$ cat config.mk
export PLATFORM = sky130hd
export DESIGN_NAME = tx_serializer_piso
export DESIGN_NICKNAME = d
export VERILOG_FILES = /design/src/rtl/tx_serdes_pkg.sv /design/src/rtl/tx_bit_counter.sv /design/src/rtl/tx_serializer_piso.sv
export SDC_FILE = /design/constraint.sdc
export NUM_CORES = 1
export LEC_CHECK = 0
export BUFFER_PORTS_ARGS = -buffer_cell sky130_fd_sc_hd__clkbuf_2
export CORE_MARGIN = 5
export CORE_UTILIZATION = 35
export DETAILED_ROUTE_END_ITERATION = 8
export GPL_ROUTABILITY_DRIVEN = 0
export PLACE_DENSITY_LB_ADDON = 0.1
export SLEW_MARGIN = 40
export SYNTH_ARGS = -nofsm -noshare
export SYNTH_HDL_FRONTEND = slang
export SYNTH_SLANG_ARGS = --single-unit
export TNS_END_PERCENT = 1
$ cat constraint.sdc
create_clock -name i_clk -period 3.12 [get_ports i_clk]
set_input_delay 0.624 -clock i_clk [delete_from_list [all_inputs] [get_ports i_clk]]
set_output_delay 0.624 -clock i_clk [all_outputs]
set_load 0.01 [all_outputs]
$ cat src/rtl/tx_serdes_pkg.sv
// Shared types and constants for the TX serializer slice.
package tx_serdes_pkg;

    typedef enum logic [0:0] {
        SETTLE = 1'b0,
        RUN    = 1'b1
    } tx_state_e;

    // K28.5 with negative running disparity, used as the idle comma.
    localparam logic [9:0] K28_5_RDN = 10'b0011111010;

endpackage

$ cat src/rtl/tx_bit_counter.sv
// Post-reset settle timer and bit-position counter; produces the word
// boundary strobes and the divided word clock for the serializer.
//
//  state  | meaning
//  SETTLE | PLL settling after reset, outputs held quiet
//  RUN    | bit_cnt free-runs 0..DATA_WIDTH-1, words are shifted out
module tx_bit_counter
    import tx_serdes_pkg::*;
#(
    parameter int DATA_WIDTH    = 10,
    parameter int SETTLE_CYCLES = 100
) (
    input  logic i_clk,
    input  logic i_rst,
    output logic o_run,
    output logic o_boundary,
    output logic o_pre_boundary,
    output logic o_word_clk
);

    localparam int SW = $clog2(SETTLE_CYCLES + 1);
    localparam int BW = $clog2(DATA_WIDTH);

    localparam logic [SW-1:0] SETTLE_LAST = SW'(SETTLE_CYCLES - 1);
    localparam logic [BW-1:0] LAST_BIT    = BW'(DATA_WIDTH - 1);
    localparam logic [BW-1:0] PRE_BIT     = BW'(DATA_WIDTH - 2);
    localparam logic [BW-1:0] HALF_BIT    = BW'(DATA_WIDTH / 2);

    tx_state_e     r_state;
    tx_state_e     w_state_nxt;
    logic [SW-1:0] r_settle_cnt;
    logic [SW-1:0] w_settle_nxt;
    logic [BW-1:0] r_bit_cnt;
    logic [BW-1:0] w_bit_nxt;
    logic          r_word_clk;
    logic          w_word_clk_nxt;
    logic          w_settle_done;

    assign w_settle_done = (r_settle_cnt == SETTLE_LAST);

    always_ff @(posedge i_clk) begin
        if (i_rst) begin
            r_state      <= SETTLE;
            r_settle_cnt <= '0;
            r_bit_cnt    <= '0;
            r_word_clk   <= 1'b0;
        end else begin
            r_state      <= w_state_nxt;
            r_settle_cnt <= w_settle_nxt;
            r_bit_cnt    <= w_bit_nxt;
            r_word_clk   <= w_word_clk_nxt;
        end
    end

    always_comb begin
        w_state_nxt    = r_state;
        w_settle_nxt   = r_settle_cnt;
        w_bit_nxt      = r_bit_cnt;
        w_word_clk_nxt = 1'b0;
        o_pre_boundary = 1'b0;

        case (r_state)
            SETTLE: begin
                if (w_settle_done) begin
                    // First RUN cycle is treated as a word boundary.
                    w_state_nxt    = RUN;
                    w_bit_nxt      = LAST_BIT;
                    o_pre_boundary = 1'b1;
                end else begin
                    w_settle_nxt = r_settle_cnt + SW'(1);
                end
            end
            RUN: begin
                if (r_bit_cnt == LAST_BIT) begin
                    w_bit_nxt = '0;
                end else begin
                    w_bit_nxt = r_bit_cnt + BW'(1);
                end
                o_pre_boundary = (r_bit_cnt == PRE_BIT);
            end
            default: begin
                w_state_nxt = SETTLE;
            end
        endcase

        // Registered from the next count so the high phase lines up with bit 0.
        if (w_state_nxt == RUN) begin
            w_word_clk_nxt = (w_bit_nxt < HALF_BIT);
        end
    end

    assign o_run      = (r_state == RUN);
    assign o_boundary = (r_state == RUN) && (r_bit_cnt == LAST_BIT);
    assign o_word_clk = r_word_clk;

endmodule

$ cat src/rtl/tx_serializer_piso.sv
// Parallel-in/serial-out TX stage: valid/ready word intake, LSB-first shift-out,
// idle comma insertion on underrun with a saturating event counter.
module tx_serializer_piso
    import tx_serdes_pkg::*;
#(
    parameter int                    DATA_WIDTH    = 10,
    parameter int                    SETTLE_CYCLES = 100,
    parameter logic [DATA_WIDTH-1:0] IDLE_WORD     = K28_5_RDN,
    parameter int                    CNT_WIDTH     = 8
) (
    input  logic                  i_clk,
    input  logic                  i_rst,
    input  logic                  i_tx_en,
    input  logic [DATA_WIDTH-1:0] i_data_in,
    input  logic                  i_data_valid,
    output logic                  o_data_ready,
    output logic                  o_tx_out,
    output logic                  o_word_clk,
    output logic                  o_underrun,
    output logic [CNT_WIDTH-1:0]  o_underrun_cnt
);

    logic                  w_run;
    logic                  w_boundary;
    logic                  w_pre_boundary;
    logic                  w_word_clk;

    logic [DATA_WIDTH-1:0] r_shreg;
    logic [DATA_WIDTH-1:0] w_shreg_nxt;
    logic                  r_data_ready;
    logic                  r_underrun;
    logic [CNT_WIDTH-1:0]  r_underrun_cnt;
    logic [CNT_WIDTH-1:0]  w_underrun_cnt_nxt;
    logic                  w_accept;
    logic                  w_starve;

    tx_bit_counter #(
        .DATA_WIDTH    (DATA_WIDTH),
        .SETTLE_CYCLES (SETTLE_CYCLES)
    ) u_bit_counter (
        .i_clk          (i_clk),
        .i_rst          (i_rst),
        .o_run          (w_run),
        .o_boundary     (w_boundary),
        .o_pre_boundary (w_pre_boundary),
        .o_word_clk     (w_word_clk)
    );

    always_comb begin
        w_accept           = w_boundary & r_data_ready & i_data_valid;
        w_starve           = w_boundary & r_data_ready & ~i_data_valid;
        w_shreg_nxt        = r_shreg;
        w_underrun_cnt_nxt = r_underrun_cnt;

        // A disabled link also gets the comma, but that is not an underrun.
        if (w_boundary) begin
            w_shreg_nxt = w_accept ? i_data_in : IDLE_WORD;
        end else if (w_run) begin
            w_shreg_nxt = r_shreg >> 1;
        end

        if (w_starve && !(&r_underrun_cnt)) begin
            w_underrun_cnt_nxt = r_underrun_cnt + CNT_WIDTH'(1);
        end
    end

    always_ff @(posedge i_clk) begin
        if (i_rst) begin
            r_shreg        <= '0;
            r_data_ready   <= 1'b0;
            r_underrun     <= 1'b0;
            r_underrun_cnt <= '0;
        end else begin
            r_shreg        <= w_shreg_nxt;
            r_data_ready   <= w_pre_boundary & i_tx_en;
            r_underrun     <= w_starve;
            r_underrun_cnt <= w_underrun_cnt_nxt;
        end
    end

    assign o_tx_out       = r_shreg[0];
    assign o_data_ready   = r_data_ready;
    assign o_word_clk     = w_word_clk;
    assign o_underrun     = r_underrun;
    assign o_underrun_cnt = r_underrun_cnt;

endmodule

==> flow_metrics.py <==
metrics = {
    "logic_synthesis": {
        "synth_nets": 189,
        "yosysWarnings": 0,
        "syn_area_um2": 1510,
        "syn_inst": 173,
        "yosys.cell_types.count": 42,
        "yosysMostFrequentCell": "dfxtp_1",
        "yosys-top-cells-count": "dfxtp_1 (33), nor2_1 (22), a21oi_1 (16), nor3_1 (9)",
        "ys_seq_area_share_pct": 43.8,
        "synth-main-ff-cell": "dfxtp_1",
        "yosysTopAreaCell": "dfxtp_1",
        "synth_area_leaders": "dfxtp_1 (44%), nor2_1 (5.5%), a21oi_1 (5.3%), o22ai_1 (3.3%), nor3_1 (3.0%)",
        "synth_top_area_share_pct": 43.8,
        "avgSynthCellArea_um2": 8.72,
        "synthArstFlopShare_pct": 0,
        "ys_ff_latch": 33,
        "synth_edf_count": 0,
    },
    "clocking": {
        "cts_buffers": 5,
        "cts.clk_slew.worst_paths_ns": 0.07,
        "htreeDepth": 2,
        "cts_hold_buffers": 0,
        "cts-root-buf": "clkbuf_8",
        "cts_sinks": 33,
        "clock_latency_ns": 0.28,
        "cts_tree": "done",
        "ctsResizeCount": 0,
        "cts.path.max_buffers": 2,
        "post-cts-setup-buffers": 0,
    },
    "routing": {
        "routed_wirelength_um": 3280,
        "drt-vias-per-instance": 5.41,
        "ant_nets": 0,
        "drc": 0,
        "via_count": 1331,
        "post_drt_wl_per_cell_um": 13.3,
        "firstDrtPassIters": 4,
        "drtIter0Drc": 87,
    },
    "floorplan": {
        "num_io_pins": 26,
        "fp.coreArea_um2": 4090,
        "rows": 23,
        "die_area_um2": 5720,
        "fp.dieH_um": 75.7,
        "die_w_um": 75.7,
        "initial_utilization_pct": 36.9,
    },
    "critical_path": {
        "start_kind": "flip-flop",
        "cp.required_ns": 3.29,
        "crit_arrival_ns": 2.07,
        "reg2reg_depth": 4,
        "reg2reg_from": "u_bit_counter.r_bit_cnt[2]",
        "crit_type": "flip-flop to flip-flop",
        "end_kind": "flip-flop",
        "timing.rr.end": "o_underrun_cnt[5]",
        "critPathMaxFanout": 12,
        "reg2reg_slack_ns": 1.23,
    },
    "global_routing": {
        "grt_pass1_wl_um": 5430,
        "grtUsageTotal_pct": 12.4,
        "grt_max_degree": 36,
        "antenna_found_initial": 0,
        "overflow": 0,
        "grt_pass1_vias": 1196,
    },
    "sta": {
        "finalCritPeriodShare_pct": 60.6,
        "fin_setup_tns_ns": 0,
        "rsz0062_at_grt": "false",
        "fin_skew_ns": 0.00592,
        "slew_viol_final": 0,
        "setup_viol": 0,
        "hold_violations": 0,
        "slew_headroom_pct": 53.9,
        "fmax_mhz": 529,
        "fin_crit_ns": 1.89,
        "worstMarginPinSlew_ns": 0.692,
        "whs_ns": 0.506,
    },
    "placed_design": {
        "io_buffers": 25,
        "hpwl_um": 2350,
    },
    "flow_run": {
        "maxCapViolCount": 0,
    },
    "finish": {
        "diodes": 0,
        "syn2layout_area_growth_pct": 16.7,
        "final_nets": 211,
        "drive_gt1_share_pct": 19.9,
    },
    "power": {
        "ir_drop_mv": 0.245,
        "p_leak_nw": 0.643,
        "p_per_area_nw_per_um2": 496,
    },
    "hold_path": {
        "hold_path.class": "flip-flop to flip-flop",
        "hold_end": "r_shreg[0]",
        "min-delay-start": "r_shreg[0]",
        "min_path_cells": 2,
    },
    "outcome": {
        "status": "finished clean",
    },
}
[worst max path at each step]
| stage | cells after the start | startpoint | to | slack [ns] |
|---|---|---|---|---|
| 4_1_cts | 4 | u_bit_counter.r_bit_cnt[2] | o_underrun_cnt[5] | 1.23 |
| 3_5_place_dp | 5 | i_data_valid | o_underrun_cnt[5] | 1.12 |
| 6_report | 4 | u_bit_counter.r_bit_cnt[2] | o_underrun_cnt[5] | 1.23 |
| 2_1_floorplan | 6 | u_bit_counter.r_bit_cnt[2] | o_underrun_cnt[5] | 1.20 |
| 3_3_place_gp | 5 | i_data_valid | o_underrun_cnt[5] | 1.15 |
| 5_1_grt | 4 | u_bit_counter.r_bit_cnt[2] | o_underrun_cnt[5] | 1.13 |
[cells by family after synthesis]
kind of cell    share of synthesized area (%)
simple gates                             27.6
compound gates                           16.6
flops                                    43.8
buf+inv                                  4.81
xor+xnor                                 3.48
mux                                      2.07
fa+ha+maj                                1.66
[sequential cells by signal (all words and copies together) (netlist names)]
name                        count
o_data_ready                    1
r_shreg                        10
u_bit_counter.r_bit_cnt         4
o_underrun                      1
u_bit_counter.r_settle_cnt      7
u_bit_counter.o_run             1
o_underrun_cnt                  8
u_bit_counter.o_word_clk        1
[cells in the final DEF (no fill, tap or decap), drive strengths merged, types with 2 or more instances in the layout]
master   n
and4     2
nor3     9
xnor2    4
nand4b   3
nor2b    2
a21oi   16
nand2    7
inv      4
mux2i    2
clkbuf  30
nor2    22
dfxtp   33
xor2     2
ha       2
nand3    3
nand4    3
or3b     2
or4      3
nand2b   3
o31ai    3
and4b    2
o21ai    4
o22ai    8
a211oi   4
nor3b    2
or3      2
a22oi    3
[routing by layer]
layer | share of wire [%] | track usage [%]
met5 | 0 | 0
met4 | 1.4 | 4.66
met2 | 49 | 20.4
met3 | 5.7 | 3.69
met1 | 44 | 15.2
[power breakdown]
part | switching, W | internal, W
clock network | 0.000167 | 0.000239
registers | 0.00000503 | 0.000426
logic | 0.0000193 | 0.0000174
[critical path, cell delays in order (launching register included)]
cell and delay (ns):
dfxtp_1 0.39, or3b_4 0.44, or2_4 0.31, nor4_1 0.28, mux2_2 0.36
[metrics by stage]
stage | cell area [um2] | power, W | std cells | setup WS, ns | utilization, %
global route | 1760 | 0.000910 | 246 | 1.13 | 43.1
global placement | 1650 | 0.000475 | 238 | 1.15 | 40.3
CTS | 1760 | 0.000886 | 246 | 1.23 | 43.1
floorplan | 1510 | 0.000463 | 173 | 1.20 | -
detailed placement | 1650 | 0.000477 | 238 | 1.12 | 40.3
finish | 1760 | 0.000874 | 246 | 1.23 | 43.1
[area by class of cell]
type / instances / area [um2]
Timing Repair Buffer: 26 / 133
Sequential cell: 33 / 661
Clock buffer: 5 / 68.8
Tap cell: 50 / 62.6
Multi-Input combinational cell: 125 / 776
Fill cell: 418 / 2320
Clock inverter: 3 / 46.3
Inverter: 4 / 15.0
Power figures use the tool's default switching activity.
